$ cat src/rtl/rx_buf_ctl_if.sv
// rx_buf_ctl_if: receive-side byte stream, consumer read handshake and status flags of the UART RX buffer
// master: drives baud tick, RX byte strobe, consumer ready and overrun clear
// slave:  the buffer controller; returns head byte, valid, level, full, overrun and timeout
interface rx_buf_ctl_if #(
  parameter int ADDR_W = 4
);
  logic              bclk;
  logic [7:0]        rx_dout;
  logic              rx_dout_rdy;
  logic [7:0]        dout;
  logic              dout_vld;
  logic              dout_rd;
  logic [ADDR_W:0]   level;
  logic              full;
  logic              ovr;
  logic              ovr_clr;
  logic              tmo;
  modport master (
    output bclk, rx_dout, rx_dout_rdy, dout_rd, ovr_clr,
    input  dout, dout_vld, level, full, ovr, tmo
  );
  modport slave (
    input  bclk, rx_dout, rx_dout_rdy, dout_rd, ovr_clr,
    output dout, dout_vld, level, full, ovr, tmo
  );
endinterface

$ cat src/rtl/rx_buf_ctl.sv
// rx_buf_ctl: FIFO buffer behind the UART receiver with show-ahead read, sticky overrun and idle timeout
// clk, rst    : system clock, asynchronous active-high reset
// bus.bclk    : baud tick enable; bus.rx_dout/rx_dout_rdy : byte strobe from the RX core
// bus.dout/dout_vld/dout_rd : head byte, not-empty, consumer ready (pop on vld && rd)
// bus.level/full : fill level 0..DEPTH; bus.ovr/ovr_clr : sticky overrun and its clear
// bus.tmo     : buffered data has seen TMO_TICKS baud ticks without a new byte
module rx_buf_ctl #(
  parameter int DEPTH     = 16,
  parameter int ADDR_W    = 4,
  parameter int TMO_TICKS = 160,
  parameter int TMO_W     = 8
) (
  input logic         clk,
  input logic         rst,
  rx_buf_ctl_if.slave bus
);
  typedef enum logic [1:0] {IDLE, FILL, TMO} state_t;
  localparam logic [TMO_W-1:0] TMO_CNT  = TMO_W'(TMO_TICKS);
  localparam logic [ADDR_W:0]  FULL_LVL = (ADDR_W+1)'(DEPTH);
  logic [7:0]        r_mem [DEPTH];
  logic [ADDR_W:0]   r_wr_ptr, r_rd_ptr, w_level, w_lvl_nxt;
  logic [TMO_W-1:0]  r_cnt, w_cnt_nxt, w_cnt_tick;
  state_t            r_state, w_state_nxt;
  logic              r_ovr, w_full, w_empty, w_push, w_pop;
  assign w_level   = r_wr_ptr - r_rd_ptr;
  assign w_full    = w_level == FULL_LVL;
  assign w_empty   = w_level == '0;
  assign w_pop     = !w_empty && bus.dout_rd;
  // a full FIFO still accepts a byte when the head leaves in the same cycle
  assign w_push    = bus.rx_dout_rdy && (!w_full || w_pop);
  assign w_lvl_nxt = w_level + (ADDR_W+1)'(w_push) - (ADDR_W+1)'(w_pop);
  assign bus.dout     = w_empty ? 8'h00 : r_mem[r_rd_ptr[ADDR_W-1:0]];
  assign bus.dout_vld = !w_empty;
  assign bus.level    = w_level;
  assign bus.full     = w_full;
  assign bus.ovr      = r_ovr;
  assign bus.tmo      = r_state == TMO;
  always_ff @(posedge clk)
    if (w_push) r_mem[r_wr_ptr[ADDR_W-1:0]] <= bus.rx_dout;
  always_ff @(posedge clk or posedge rst)
    if (rst) begin
      r_wr_ptr <= '0;
      r_rd_ptr <= '0;
      r_ovr    <= 1'b0;
      r_cnt    <= '0;
      r_state  <= IDLE;
    end else begin
      r_wr_ptr <= r_wr_ptr + (ADDR_W+1)'(w_push);
      r_rd_ptr <= r_rd_ptr + (ADDR_W+1)'(w_pop);
      r_ovr    <= (bus.rx_dout_rdy && w_full && !w_pop) || (r_ovr && !bus.ovr_clr);
      r_cnt    <= w_cnt_nxt;
      r_state  <= w_state_nxt;
    end
  // saturating tick count; a push always restarts it even with a bclk in the same cycle
  assign w_cnt_tick = w_push ? '0 : (bus.bclk && r_cnt != TMO_CNT) ? r_cnt + 1'b1 : r_cnt;
  // entering TMO on the count's next value makes tmo rise the cycle after the final tick
  always_comb begin
    w_state_nxt = r_state;
    w_cnt_nxt   = r_cnt;
    unique case (r_state)
      IDLE: begin
        w_state_nxt = w_push ? FILL : IDLE;
        w_cnt_nxt   = '0;
      end
      FILL: begin
        w_state_nxt = w_lvl_nxt == '0 ? IDLE : w_cnt_tick == TMO_CNT ? TMO : FILL;
        w_cnt_nxt   = w_lvl_nxt == '0 ? '0 : w_cnt_tick;
      end
      TMO: begin
        w_state_nxt = w_lvl_nxt == '0 ? IDLE : w_push ? FILL : TMO;
        w_cnt_nxt   = (w_lvl_nxt == '0 || w_push) ? '0 : r_cnt;
      end
      default: begin
        w_state_nxt = IDLE;
        w_cnt_nxt   = '0;
      end
    endcase
  end
endmodule
$ cat src/flat_wrapper.sv
// flat-port wrapper written by rule: the top's interface ports become plain ports
module rx_buf_ctl_flat 
#(
  parameter int DEPTH     = 16,
  parameter int ADDR_W    = 4,
  parameter int TMO_TICKS = 160,
  parameter int TMO_W     = 8
)
  (clk, rst, bus_bclk, bus_rx_dout, bus_rx_dout_rdy, bus_dout_rd, bus_ovr_clr, bus_dout, bus_dout_vld, bus_level, bus_full, bus_ovr, bus_tmo);
  rx_buf_ctl_if #(.ADDR_W(ADDR_W)) bus_i ();
  input logic clk;
  input logic rst;
  input wire logic [$bits(bus_i.bclk)-1:0] bus_bclk;
  input wire logic [$bits(bus_i.rx_dout)-1:0] bus_rx_dout;
  input wire logic [$bits(bus_i.rx_dout_rdy)-1:0] bus_rx_dout_rdy;
  input wire logic [$bits(bus_i.dout_rd)-1:0] bus_dout_rd;
  input wire logic [$bits(bus_i.ovr_clr)-1:0] bus_ovr_clr;
  output wire logic [$bits(bus_i.dout)-1:0] bus_dout;
  output wire logic [$bits(bus_i.dout_vld)-1:0] bus_dout_vld;
  output wire logic [$bits(bus_i.level)-1:0] bus_level;
  output wire logic [$bits(bus_i.full)-1:0] bus_full;
  output wire logic [$bits(bus_i.ovr)-1:0] bus_ovr;
  output wire logic [$bits(bus_i.tmo)-1:0] bus_tmo;
  assign bus_i.bclk = bus_bclk;
  assign bus_i.rx_dout = bus_rx_dout;
  assign bus_i.rx_dout_rdy = bus_rx_dout_rdy;
  assign bus_i.dout_rd = bus_dout_rd;
  assign bus_i.ovr_clr = bus_ovr_clr;
  assign bus_dout = bus_i.dout;
  assign bus_dout_vld = bus_i.dout_vld;
  assign bus_level = bus_i.level;
  assign bus_full = bus_i.full;
  assign bus_ovr = bus_i.ovr;
  assign bus_tmo = bus_i.tmo;
  rx_buf_ctl #(.DEPTH(DEPTH), .ADDR_W(ADDR_W), .TMO_TICKS(TMO_TICKS), .TMO_W(TMO_W)) u_core (.clk(clk), .rst(rst), .bus(bus_i));
endmodule
$ cat config.mk
export PLATFORM = sky130hd
export DESIGN_NAME = rx_buf_ctl_flat
export DESIGN_NICKNAME = d
export VERILOG_FILES = /design/src/rtl/rx_buf_ctl_if.sv /design/src/rtl/rx_buf_ctl.sv /design/src/flat_wrapper.sv
export SDC_FILE = /design/constraint.sdc
export NUM_CORES = 1
export LEC_CHECK = 0
export BUFFER_PORTS_ARGS = -buffer_cell sky130_fd_sc_hd__buf_2
export CORE_MARGIN = 3
export CORE_UTILIZATION = 30
export DETAILED_ROUTE_END_ITERATION = 7
export MAX_ROUTING_LAYER = met4
export PLACE_DENSITY = 0.55
export SLEW_MARGIN = 5
export SYNTH_ARGS = -nofsm -noshare
export SYNTH_HDL_FRONTEND = slang
export SYNTH_SLANG_ARGS = --single-unit
$ cat constraint.sdc
create_clock -name clk -period 12.6 [get_ports clk]
set_clock_uncertainty 0.1 [all_clocks]
set_input_delay 1.89 -clock clk [delete_from_list [all_inputs] [get_ports clk]]
set_output_delay 1.89 -clock clk [all_outputs]
set_load 0.02 [all_outputs]
== After elaboration in Yosys (flattened, before gate mapping) ==
Memory sizes are Yosys's and may differ from the RTL's.
Cells that the tools add are included.

* Add/sub/neg operators: 6
* Equal/unequal tests: 6
* Multiplexer cells: 14
* Reduce and logical (&&, ||, !) cells: 16

{| class="wikitable"
|+ Operators by type and width
! cell !! number
|-
| two-way mux 8 bit || 5
|-
| one-hot mux 8 bit (2 select lines) || 1
|-
| adder 5 x 1 -> 5 bit || 3
|-
| logical NOT 5 bit || 2
|-
| adder 8 x 1 -> 8 bit (second input constant) || 1
|-
| == test 8 bit (second input constant) || 1
|-
| two-way mux 2 bit || 4
|-
| inequality test 8 bit (second input constant) || 1
|-
| logical AND 1 bit || 6
|-
| one-hot mux 2 bit (3 select lines) || 1
|-
| == test 5 bit (second input constant) || 1
|-
| subtractor 5 x 1 -> 5 bit || 1
|-
| subtractor 5 bit || 1
|-
| logical NOT 1 bit || 4
|-
| logical OR 1 bit || 3
|-
| two-way mux 1 bit || 3
|-
| == test 2 x 1 -> 1 bit (second input constant) || 1
|-
| == test 2 bit (second input constant) || 1
|-
| logical NOT 2 bit || 1
|-
| inequality test 2 x 1 -> 1 bit (second input constant) || 1
|}

* Flip-flop bits (word level): 21
* Bits in writable memories: 128
* Input port bits: 14
* Output and inout port bits: 17
* Logic and storage cells: 48
* Memories: 1

{| class="wikitable"
|+ Memories
! memory !! words !! width !! rd ports !! clocked after memory_dff !! write ports !! line !! source
|-
| u_core.r_mem || 16 || 8 || 1 || 0 || 1 || rx_buf_ctl.sv:20 || <nowiki>logic [7:0] r_mem [DEPTH];</nowiki>
|}

== Longest topological paths before layout ==
Gate-level depths: netlist of run 1.

* Word-level depth: 12
* Mapped depth: 20
* Gate-level depth less buffers: 19

== Least setup slack after synthesis of run 1 ==
No wires, ideal clock.

* Kind: reg-to-output
* Start: register u_core.r_rd_ptr[1]
* End: output port bus_dout[0]
* Arrival: 3.042 ns
* Required time: 10.610 ns
* Path slack: 7.568 ns
* Stages on the path, launching flop included: 13
* Path buffers: 3
* Cells stage by stage: dfrtp_1 > clkbuf_1 > clkbuf_1 > inv_1 > ha_1 > a21o_1 > a21oi_1 > xor2_1 > ha_1 > nand3b_1 > or2_2 > clkbuf_1 > and2_1

* Cells in the longest elaborated chain, start to end: 3
* Elaborated cells between the ends (all ways): 4
* Classes of those cells: add/sub (1); mux (1); reduce/logical (1); memory (1)

{| class="wikitable"
|+ Ends and longest elaborated chain
! item !! line !! source
|-
| start: declaration || rx_buf_ctl.sv:21 || <nowiki>logic [ADDR_W:0] r_wr_ptr, r_rd_ptr, w_level, w_lvl_nxt;</nowiki>
|-
| start signal: assignment || rx_buf_ctl.sv:49 || <nowiki>r_rd_ptr <= r_rd_ptr + (ADDR_W+1)'(w_pop);</nowiki>
|-
| subtractor 5 bit || rx_buf_ctl.sv:25 || <nowiki>assign w_level = r_wr_ptr - r_rd_ptr;</nowiki>
|-
| logical NOT 5 bit || rx_buf_ctl.sv:27 || <nowiki>assign w_empty = w_level == '0;</nowiki>
|-
| two-way mux 8 bit (*) || rx_buf_ctl.sv:32 || <nowiki>assign bus.dout = w_empty ? 8'h00 : r_mem[r_rd_ptr[ADDR_W-1:0]];</nowiki>
|-
| end: declaration || flat_wrapper.sv:18 || <nowiki>output wire logic [$bits(bus_i.dout)-1:0] bus_dout;</nowiki>
|}

Every way passes the cells marked *; elsewhere a longest branch is shown, timed or not.

== Final worst setup path of run 1 ==
* Start: register u_core.r_rd_ptr[1]
* End: output port bus_dout[5]

Same word-level chain as after synthesis.

==> results of run 1 <==
## state kept, by name (all words and copies together) (netlist names)
register	cells
u_core.bus.ovr	1
u_core.r_state	2
u_core.r_rd_ptr	5
u_core.r_wr_ptr	5
u_core.r_cnt	8
u_core.r_mem	128
## metal layers
metal / share of wire / wire length, um
met5: 0 / 0
met4: 0.017 / 209
met3: 0.033 / 392
met2: 0.50 / 6000
met1: 0.45 / 5450
## final cells by class
| type | instances | area [um2] |
|---|---|---|
| inverter | 18 | 67.6 |
| sequential | 149 | 4370 |
| timing repair buffer | 36 | 195 |
| clock inverter | 11 | 179 |
| fill | 1962 | 13500 |
| clock buffer | 20 | 437 |
| multi-input combinational | 192 | 2010 |
| tap | 275 | 344 |
## worst max-delay path, cell delays in order, from the launching register on
cell                       delay [ps]
sky130_fd_sc_hd__dfrtp_1          320
sky130_fd_sc_hd__buf_4            430
sky130_fd_sc_hd__inv_1            190
sky130_fd_sc_hd__ha_1             330
sky130_fd_sc_hd__a21o_1           150
sky130_fd_sc_hd__a21oi_1          220
sky130_fd_sc_hd__xor2_1           260
sky130_fd_sc_hd__ha_1             200
sky130_fd_sc_hd__nand3b_1         150
sky130_fd_sc_hd__or2_2            450
sky130_fd_sc_hd__and2_1           210
sky130_fd_sc_hd__buf_2            160
## placed cells by master (no fill, tap or decap), types with 5 or more instances in the layout
cell                        count
sky130_fd_sc_hd__a21oi_1        6
sky130_fd_sc_hd__a22oi_1        6
sky130_fd_sc_hd__and2_1        10
sky130_fd_sc_hd__buf_2         30
sky130_fd_sc_hd__buf_4          6
sky130_fd_sc_hd__clkbuf_16     17
sky130_fd_sc_hd__clkinv_4       5
sky130_fd_sc_hd__dfrtp_1       20
sky130_fd_sc_hd__edfxtp_1     128
sky130_fd_sc_hd__ha_1          14
sky130_fd_sc_hd__inv_1         17
sky130_fd_sc_hd__mux4_2        40
sky130_fd_sc_hd__nand2_1       10
sky130_fd_sc_hd__nand3_1        7
sky130_fd_sc_hd__nor2_1        29
sky130_fd_sc_hd__nor3_1         7
sky130_fd_sc_hd__xnor2_1       11
sky130_fd_sc_hd__xor2_1         8
## cell families (layout without fill, tap and decap cells)
family                   after synthesis  in the layout
flip-flops                           149            149
AND/OR/NAND/NOR                       83             83
multiplexers                          42             42
buffers and inverters                 31             85
AO/OA/AOI/OAI                         29             29
XOR/XNOR                              22             22
adder cells (fa/ha/maj)               16             16
## power groups by stage
stage                     registers (uW)  logic (uW)  clock network [uW]
after floorplan                      635         728                   0
after global routing                 654        1010                 553
after global placement               653         918                   0
after CTS                            647         932                 531
after detailed placement             656         930                   0
final                                646         915                 519
## stage by stage
stage               cell area, um2  total power (uW)  instances  worst slack (ps)  utilization
finish                        7610              2080        701              7110        0.360
detailed placement            6990              1590        670              7470        0.331
CTS                           7610              2110        701              7040        0.360
global placement              6990              1570        670              7550        0.331
floorplan                     6510              1360        372              7570            -
global route                  7610              2220        701              6820        0.360
## worst max path at each step
stage / from / endpoint / slack (ps) / cells past startpoint
6_report: u_core.r_rd_ptr[1] / bus_dout[5] / 7110 / 11
2_1_floorplan: u_core.r_rd_ptr[1] / bus_dout[0] / 7570 / 12
5_1_grt: u_core.r_rd_ptr[1] / bus_dout[5] / 6820 / 11
3_5_place_dp: u_core.r_rd_ptr[1] / u_core.r_cnt[1] / 7470 / 19
4_1_cts: u_core.r_rd_ptr[1] / bus_dout[1] / 7040 / 11
3_3_place_gp: u_core.r_rd_ptr[1] / bus_dout[1] / 7550 / 11
==> results.json, run 1 <==
{
  "worstRegToRegCells": 19,
  "clkTransAtPathRegs_ps": 50,
  "critPathArrivalTime_ps": 3500,
  "synth-edff-count": 128,
  "postSynthNetCount": 402,
  "yosys-mux-area-fraction": 0.142,
  "grtUsageMet1": 0.137,
  "cts_sinks": 149,
  "netSwitchingPower_uw": 721,
  "grt.met3_usage": 0.0260,
  "max_cap_violations": 0,
  "synth.area.top_cells": "sky130_fd_sc_hd__edfxtp_1, sky130_fd_sc_hd__mux4_2, sky130_fd_sc_hd__dfrtp_1, sky130_fd_sc_hd__ha_1, sky130_fd_sc_hd__nor2_1",
  "detailed_place_hpwl_um": 8310,
  "crit-reg2reg-capture": "u_core.r_cnt[5]",
  "rsz0062_at_grt": "no",
  "grt_pass1_wl_um": 19300,
  "synth_top_cells_by_count": "sky130_fd_sc_hd__edfxtp_1, sky130_fd_sc_hd__mux4_2, sky130_fd_sc_hd__nor2_1",
  "power.switching_fraction": 0.346,
  "worst_ir_drop_vdd_uv": 155,
  "report.final.slew_viol_count": 0,
  "grt_max_degree": 36,
  "power.combinational.fraction": 0.440,
  "drt_iter0_markers": 196,
  "antenna_violations_before_repair": 0,
  "critPathKind": "reg2out",
  "vias": 3272,
  "post_cts.resized_instances": 0,
  "syn_avg_cell_area_um2": 17.5,
  "cts_buffers": 17,
  "hold_viol": 0,
  "terminating_pin_of_the_worst_hold_path": "u_core.r_rd_ptr[2]",
  "r2r-start": "u_core.r_rd_ptr[1]",
  "antenna_cells_inserted": 0,
  "drc": 0,
  "drt_first_pass_iters": 5,
  "clkPwrFrac": 0.250,
  "tritoncts": "built",
  "post-route-min-period_ps": 5490,
  "totalNegativeSetupSlack_ps": 0,
  "global_route.overflow_total": 0,
  "hold_path.class": "reg2reg",
  "die_area_um2": 23500,
  "synthesis.yosys.warnings": 0,
  "cts_post_setup_buffers_inserted": 0,
  "cts.path.max_buffers": 2,
  "portBuffers": 30,
  "wl_per_cell_um": 17.2,
  "insertion_delay_ps": 410,
  "top_level_i_o_count": 31,
  "fraction_of_final_layout_cells_with_drive_strength_greater_than_1": 0.265,
  "worst-endpoint-required_ps": 10610,
  "postSynth.topFlopCell": "sky130_fd_sc_hd__edfxtp_1",
  "floorplan.rows": 53,
  "design.core.area_um2": 21200,
  "synth_xor_xnor_area_share": 0.0352,
  "grt-busiest-layer": "met2",
  "critical_path.startpoint_type": "flop",
  "dominant_combinational_cell_family_by_area_after_synthesis": "multiplexers",
  "synthesized_area_fraction_occupied_by_and_or_nand_nor_cells": 0.0663,
  "hold-path-cell-count": 1,
  "chipHeight_um": 153,
  "cts_hold_buf": 0,
  "worst_slew_pin_slew_ps": 851,
  "floorplan.initialDensity": 0.308,
  "finish.net_count": 444,
  "synth.lib_cells_used.distinct": 48,
  "hold-worst-slack_ps": 410,
  "clk_root_buffer_cell": "sky130_fd_sc_hd__clkbuf_16",
  "fraction_of_the_mapped_netlist_area_in_compound_gates": 0.0335,
  "cellPowerDensity_nw_per_um2": 273,
  "groute.usage.overall": 0.110,
  "timing.final.setup_violations": 0,
  "timing.max_slew.rel_slack": 0.431,
  "power.share.sequential": 0.311,
  "detail-route-antenna-nets": 0,
  "hold_start": "u_core.r_rd_ptr[2]",
  "postRouteWirelength_um": 12100,
  "timing.critical_path.to_type": "output pin",
  "grt_pass1_vias": 3403,
  "fmax_mhz": 182,
  "gp_routability_congestion": 0.780,
  "synth_async_sr_flop_share": 0.141,
  "synthesis.area_um2": 6510,
  "vias_per_cell": 4.67,
  "fin_crit_share": 0.436,
  "adder_and_majority_gate_portion_of_the_synthesized_area": 0.0331,
  "p_leak_uw": 0.00265,
  "yosysTopAreaCell": "sky130_fd_sc_hd__edfxtp_1",
  "area.growth.synth_to_final_pct": 16.9,
  "synth_most_common_cell": "sky130_fd_sc_hd__edfxtp_1",
  "htree_num_levels": 4,
  "run_status": "completed",
  "reg2reg_slack_ps": 7520,
  "yosysTopAreaCellShare": 0.591,
  "seq_area_frac_synth": 0.672,
  "yosys_register_bits": 149,
  "globalRouteMet2Util": 0.175,
  "internal_power_uw": 1360,
  "critical_path_peak_fanout": 34,
  "die_width_um": 153,
  "syn-instance-count": 372
}
Power figures use the tool's default switching activity.
==> run 2, diff against run 1 <==
--- a/config.mk
+++ b/config.mk
@@ -10,7 +10,7 @@
 export CORE_UTILIZATION = 30
 export DETAILED_ROUTE_END_ITERATION = 7
 export MAX_ROUTING_LAYER = met4
-export PLACE_DENSITY = 0.55
+export PLACE_DENSITY = 0.56
 export SLEW_MARGIN = 5
 export SYNTH_ARGS = -nofsm -noshare
 export SYNTH_HDL_FRONTEND = slang
==> constraint.sdc (replaced) <==
create_clock -name clk -period 5 [get_ports clk]
set_clock_uncertainty 0.1 [all_clocks]
set_input_delay 0.75 -clock clk [delete_from_list [all_inputs] [get_ports clk]]
set_output_delay 0.75 -clock clk [all_outputs]
set_load 0.02 [all_outputs]
==> results.json, run 2 (synthesis results as in run 1) <==
{
  "die_width_um": 153,
  "p_leak_uw": 0.00264,
  "critical_path.top_delay_family": "adder cells",
  "finish.net_count": 446,
  "worstSetupPathDepth": 18,
  "grt_pass1_vias": 3435,
  "cts.path.max_buffers": 2,
  "layout_common_cells": "sky130_fd_sc_hd__edfxtp_1, sky130_fd_sc_hd__mux4_2, sky130_fd_sc_hd__buf_2, sky130_fd_sc_hd__nor2_1, sky130_fd_sc_hd__dfrtp_1",
  "htree_num_levels": 4,
  "antenna_cells_inserted": 0,
  "hold_viol": 0,
  "critical_path.slowest_cell": "sky130_fd_sc_hd__fa_1",
  "largest_register_ffs": 128,
  "timing.max_slew.rel_slack": 0.415,
  "path_buf_inv": 2,
  "hold_path.class": "in2async",
  "global_route.overflow_total": 0,
  "critical_path.most_common_cell": "sky130_fd_sc_hd__ha_1",
  "totalNegativeSetupSlack_ps": 0,
  "fin_crit_share": 0.924,
  "critical_path_peak_fanout": 13,
  "clkTransAtPathRegs_ps": 60,
  "vias": 3363,
  "gp_routability_congestion": 0.796,
  "cts_hold_buf": 0,
  "rsz0062_at_grt": "no",
  "die_area_um2": 23500,
  "drc": 0,
  "top_level_i_o_count": 31,
  "drt_first_pass_iters": 5,
  "run_status": "completed",
  "detail-route-antenna-nets": 0,
  "critical_path.startpoint_type": "flop",
  "design.core.area_um2": 21200,
  "fraction_of_final_layout_cells_with_drive_strength_greater_than_1": 0.270,
  "floorplan.rows": 53,
  "report.final.slew_viol_count": 0,
  "area.growth.synth_to_final_pct": 16.9,
  "cts_post_setup_buffers_inserted": 0,
  "groute.usage.overall": 0.114,
  "cellPowerDensity_nw_per_um2": 692,
  "grt_max_degree": 36,
  "insertion_delay_ps": 410,
  "worstRegToRegCells": 18,
  "worst_ir_drop_vdd_uv": 273,
  "max_cap_violations": 0,
  "grt_pass1_wl_um": 20000,
  "chipHeight_um": 153,
  "crit-reg2reg-capture": "u_core.r_state[0]",
  "antenna_violations_before_repair": 0,
  "crit_end": "u_core.r_state[0]",
  "layout_setup_ws_ps": 382,
  "worst-endpoint-required_ps": 5180,
  "post-route-min-period_ps": 4620,
  "postRouteWirelength_um": 12500,
  "cts_sinks": 149,
  "worst_slew_pin_slew_ps": 874,
  "critPathKind": "reg2reg",
  "r2r-start": "u_core.r_wr_ptr[0]",
  "final_common_cell": "sky130_fd_sc_hd__edfxtp_1",
  "tritoncts": "built",
  "portBuffers": 30,
  "detailedPlace.worstSlack_ps": 331,
  "detailed_place_hpwl_um": 8640,
  "critPathArrivalTime_ps": 4800,
  "timing.final.setup_violations": 0,
  "fmax_mhz": 217,
  "drt_iter0_markers": 266,
  "cts_buffers": 17,
  "floorplan.initialDensity": 0.308,
  "reg2reg_slack_ps": 380,
  "timing.critical_path.cells": "inv_1 -> ha_1 -> inv_1 -> fa_1 -> xnor2_1 -> ha_1 -> nand3b_1 -> or2_2 -> nand2_1 -> xnor2_1 -> ha_1 -> fa_1 -> a21oi_1 -> o21bai_1 -> xor3_1 -> xnor3_1 -> o311ai_1 -> o21ai_1",
  "timing.critical_path.to_type": "flop",
  "clk_root_buffer_cell": "sky130_fd_sc_hd__clkbuf_16",
  "fillerInstances": 1932,
  "vias_per_cell": 4.78,
  "wl_per_cell_um": 17.7,
  "critical_path.startpoint": "u_core.r_wr_ptr[0]",
  "critPathMaxStageDelay_ps": 460
}
run 2: how the worst min path moves through the flow:
stage / start / endpoint / slack (ps) / cells after the start
2_1_floorplan: u_core.r_rd_ptr[1] / u_core.r_rd_ptr[1] / 360 / 1
3_3_place_gp: u_core.r_rd_ptr[2] / u_core.r_rd_ptr[2] / 400 / 1
3_5_place_dp: u_core.r_rd_ptr[2] / u_core.r_rd_ptr[2] / 400 / 1
4_1_cts: bus_ovr_clr / u_core.bus.ovr / 400 / 2
5_1_grt: bus_ovr_clr / u_core.bus.ovr / 410 / 2
6_report: rst / u_core.r_cnt[6] / 390 / 2
run 2: stage by stage:
| stage | hold slack [ps] | area [um2] | util | std cells | total power [uW] |
|---|---|---|---|---|---|
| 2_1_floorplan | 364 | 6510 | - | 372 | 3430 |
| 3_3_place_gp | 395 | 7010 | 0.331 | 672 | 4000 |
| 3_5_place_dp | 400 | 7010 | 0.331 | 672 | 4030 |
| 4_1_cts | 404 | 7600 | 0.359 | 704 | 5300 |
| 5_1_grt | 413 | 7600 | 0.359 | 704 | 5600 |
| 6_report | 389 | 7600 | 0.359 | 704 | 5260 |
run 2: layer usage:
| layer | up-vias | GRT usage | wire (um) |
|---|---|---|---|
| li1 | 1541 | - | - |
| met1 | 1732 | 0.145 | 5530 |
| met2 | 75 | 0.179 | 6290 |
| met3 | 15 | 0.0243 | 474 |
| met4 | 0 | 0.0471 | 195 |
| met5 | - | - | 0 |
run 2: area by class of cell:
class / instances / area (um2) / area share
inverters: 18 / 67.6 / 0.00888
clock buffers: 19 / 433 / 0.0569
repair buffers: 38 / 210 / 0.0276
clock inverters: 13 / 158 / 0.0207
multi-input cells: 192 / 2020 / 0.266
flip-flops and latches: 149 / 4370 / 0.575
well taps: 275 / 344 / 0.0452
run 2: timing repair:
item | 4_1_cts | 5_1_grt
setup endpoints to repair | 0 | 8
hold endpoints to repair | 0 | 0
gates resized for setup | 0 | 1
run 2: report_power, final:
group	switching [uW]	internal (uW)	total (uW)	leakage (uW)
clock	479	781	1260	0.000269
sequential	89.1	1520	1610	0.00142
combinational	1310	1080	2390	0.000951
total	1880	3380	5260	0.00264
==> run 3, diff against run 2 <==
--- a/config.mk
+++ b/config.mk
@@ -10,7 +10,8 @@
 export CORE_UTILIZATION = 30
 export DETAILED_ROUTE_END_ITERATION = 7
 export MAX_ROUTING_LAYER = met4
-export PLACE_DENSITY = 0.56
+export PLACE_DENSITY = 0.55
+export SETUP_SLACK_MARGIN = 0.4
 export SLEW_MARGIN = 5
 export SYNTH_ARGS = -nofsm -noshare
 export SYNTH_HDL_FRONTEND = slang
==> constraint.sdc (replaced) <==
create_clock -name clk -period 5.7 [get_ports clk]
set_clock_uncertainty 0.1 [all_clocks]
set_input_delay 0.855 -clock clk [delete_from_list [all_inputs] [get_ports clk]]
set_output_delay 0.855 -clock clk [all_outputs]
set_load 0.02 [all_outputs]
==> results.json, run 3 (synthesis results as in run 1) <==
{
  "run_status": "completed",
  "die_width_um": 153,
  "max_cap_violations": 0,
  "insertion_delay_ps": 410,
  "floorplan.rows": 53,
  "worst_slew_pin_slew_ps": 899,
  "global_route.overflow_total": 0,
  "fraction_of_final_layout_cells_with_drive_strength_greater_than_1": 0.267,
  "area.growth.synth_to_final_pct": 16.6,
  "floorplan.initialDensity": 0.308,
  "wl_per_cell_um": 17.9,
  "cts_post_setup_buffers_inserted": 0,
  "detailedPlace.worstSlack_ps": 1030,
  "drt_iter0_markers": 155,
  "design.core.area_um2": 21200,
  "worst_ir_drop_vdd_uv": 326,
  "finish.net_count": 445,
  "top_level_i_o_count": 31,
  "antenna_cells_inserted": 0,
  "layout_common_cells": "sky130_fd_sc_hd__edfxtp_1, sky130_fd_sc_hd__mux4_2, sky130_fd_sc_hd__buf_2, sky130_fd_sc_hd__nor2_1, sky130_fd_sc_hd__dfrtp_1",
  "clk_root_buffer_cell": "sky130_fd_sc_hd__clkbuf_16",
  "hold_viol": 0,
  "chipHeight_um": 153,
  "detailed_place_hpwl_um": 8610,
  "grt_pass1_vias": 3401,
  "timing.critical_path.cells": "ha_1 -> a21o_1 -> a21oi_1 -> xor2_1 -> ha_1 -> nand3b_1 -> or2_2 -> nand2_1 -> xnor2_1 -> ha_1 -> fa_1 -> a21oi_1 -> o21bai_1 -> xor3_1 -> xnor3_1 -> o21bai_2 -> nor2_1",
  "tritoncts": "built",
  "cts.path.max_buffers": 2,
  "globalRouteMet2Util": 0.185,
  "critPathMaxStageDelay_ps": 530,
  "layout_setup_ws_ps": 1110,
  "die_area_um2": 23500,
  "largest_register_ffs": 128,
  "antenna_violations_before_repair": 0,
  "detail-route-antenna-nets": 0,
  "timing.final.setup_violations": 0,
  "htree_num_levels": 4,
  "cellPowerDensity_nw_per_um2": 604,
  "clkTransAtPathRegs_ps": 60,
  "critical_path.most_common_cell": "sky130_fd_sc_hd__ha_1",
  "vias": 3311,
  "fmax_mhz": 218,
  "final_common_cell": "sky130_fd_sc_hd__edfxtp_1",
  "timing.max_slew.rel_slack": 0.398,
  "fillerInstances": 1974,
  "drt_first_pass_iters": 4,
  "portBuffers": 30,
  "groute.usage.overall": 0.116,
  "grt.met3_usage": 0.0258,
  "critical_path.startpoint_type": "flop",
  "postRouteWirelength_um": 12600,
  "grt_pass1_wl_um": 20200,
  "cts_hold_buf": 0,
  "fin_crit_share": 0.804,
  "post-route-min-period_ps": 4590,
  "post_cts.resized_instances": 0,
  "p_leak_uw": 0.00264,
  "critPathKind": "reg2reg",
  "critical_path_peak_fanout": 13,
  "gp_routability_congestion": 0.811,
  "report.final.slew_viol_count": 0,
  "totalNegativeSetupSlack_ps": 0,
  "timing.critical_path.to_type": "flop",
  "cts_sinks": 149,
  "vias_per_cell": 4.72,
  "critical_path.slowest_cell": "sky130_fd_sc_hd__dfrtp_1",
  "grt-busiest-layer": "met2",
  "grtUsageMet1": 0.148,
  "critPathArrivalTime_ps": 4770,
  "drc": 0,
  "hold_path.class": "reg2reg",
  "worst-endpoint-required_ps": 5880,
  "cts_buffers": 17,
  "grt_max_degree": 36,
  "rsz0062_at_grt": "no"
}
-- run 3: path summary, 6_finish.rpt --
| check | slack [ps] | end | cells past startpoint | from |
|---|---|---|---|---|
| max | 1110 | u_core.r_cnt[5] | 17 | u_core.r_wr_ptr[1] |
| min | 420 | u_core.r_rd_ptr[2] | 1 | u_core.r_rd_ptr[2] |
| max reg2reg | 1110 | u_core.r_cnt[5] | 17 | u_core.r_wr_ptr[1] |
| min reg2reg | 420 | u_core.r_rd_ptr[2] | 1 | u_core.r_rd_ptr[2] |
| max in group asynchronous | 4380 | u_core.r_rd_ptr[0] | 2 | rst |
| min in group asynchronous | 530 | u_core.r_cnt[5] | 2 | rst |
-- run 3: metrics by stage --
step	util	instances	hold slack [ps]	cell area, um2	power, uW
6_report	0.359	702	420	7590	4580
5_1_grt	0.359	702	455	7590	4870
4_1_cts	0.359	702	421	7590	4660
3_5_place_dp	0.331	671	409	7000	3540
3_3_place_gp	0.331	671	397	7000	3500
2_1_floorplan	-	372	364	6510	3010
-- run 3: where the power goes --
group / internal, uW / switching [uW]
logic: 942 / 1110
clock network: 689 / 420
registers: 1330 / 89.8
total: 2960 / 1620
-- run 3: final cells by class --
class                      instances  area (um2)  share of cell area
multi-input combinational        192        2010               0.265
timing repair buffer              37         203              0.0267
clock buffer                      20         437              0.0575
clock inverter                    11         153              0.0201
inverter                          18        67.6             0.00890
sequential                       149        4370               0.576
tap                              275         344              0.0453
-- run 3: worst max-delay path, delay by kind of cell, from the launching register on --
family,cells,cell delay [ps]
adder cells (fa/ha/maj),4,1110
XOR/XNOR,4,950
AO/OA/AOI/OAI,5,950
AND/OR/NAND/NOR,4,820
flip-flops,1,530
-- run 3: routing by layer --
layer / wire [um] / up-vias
met4: 81 / 0
met5: 0 / -
met3: 341 / 4
li1: - / 1539
met2: 6450 / 50
met1: 5720 / 1718
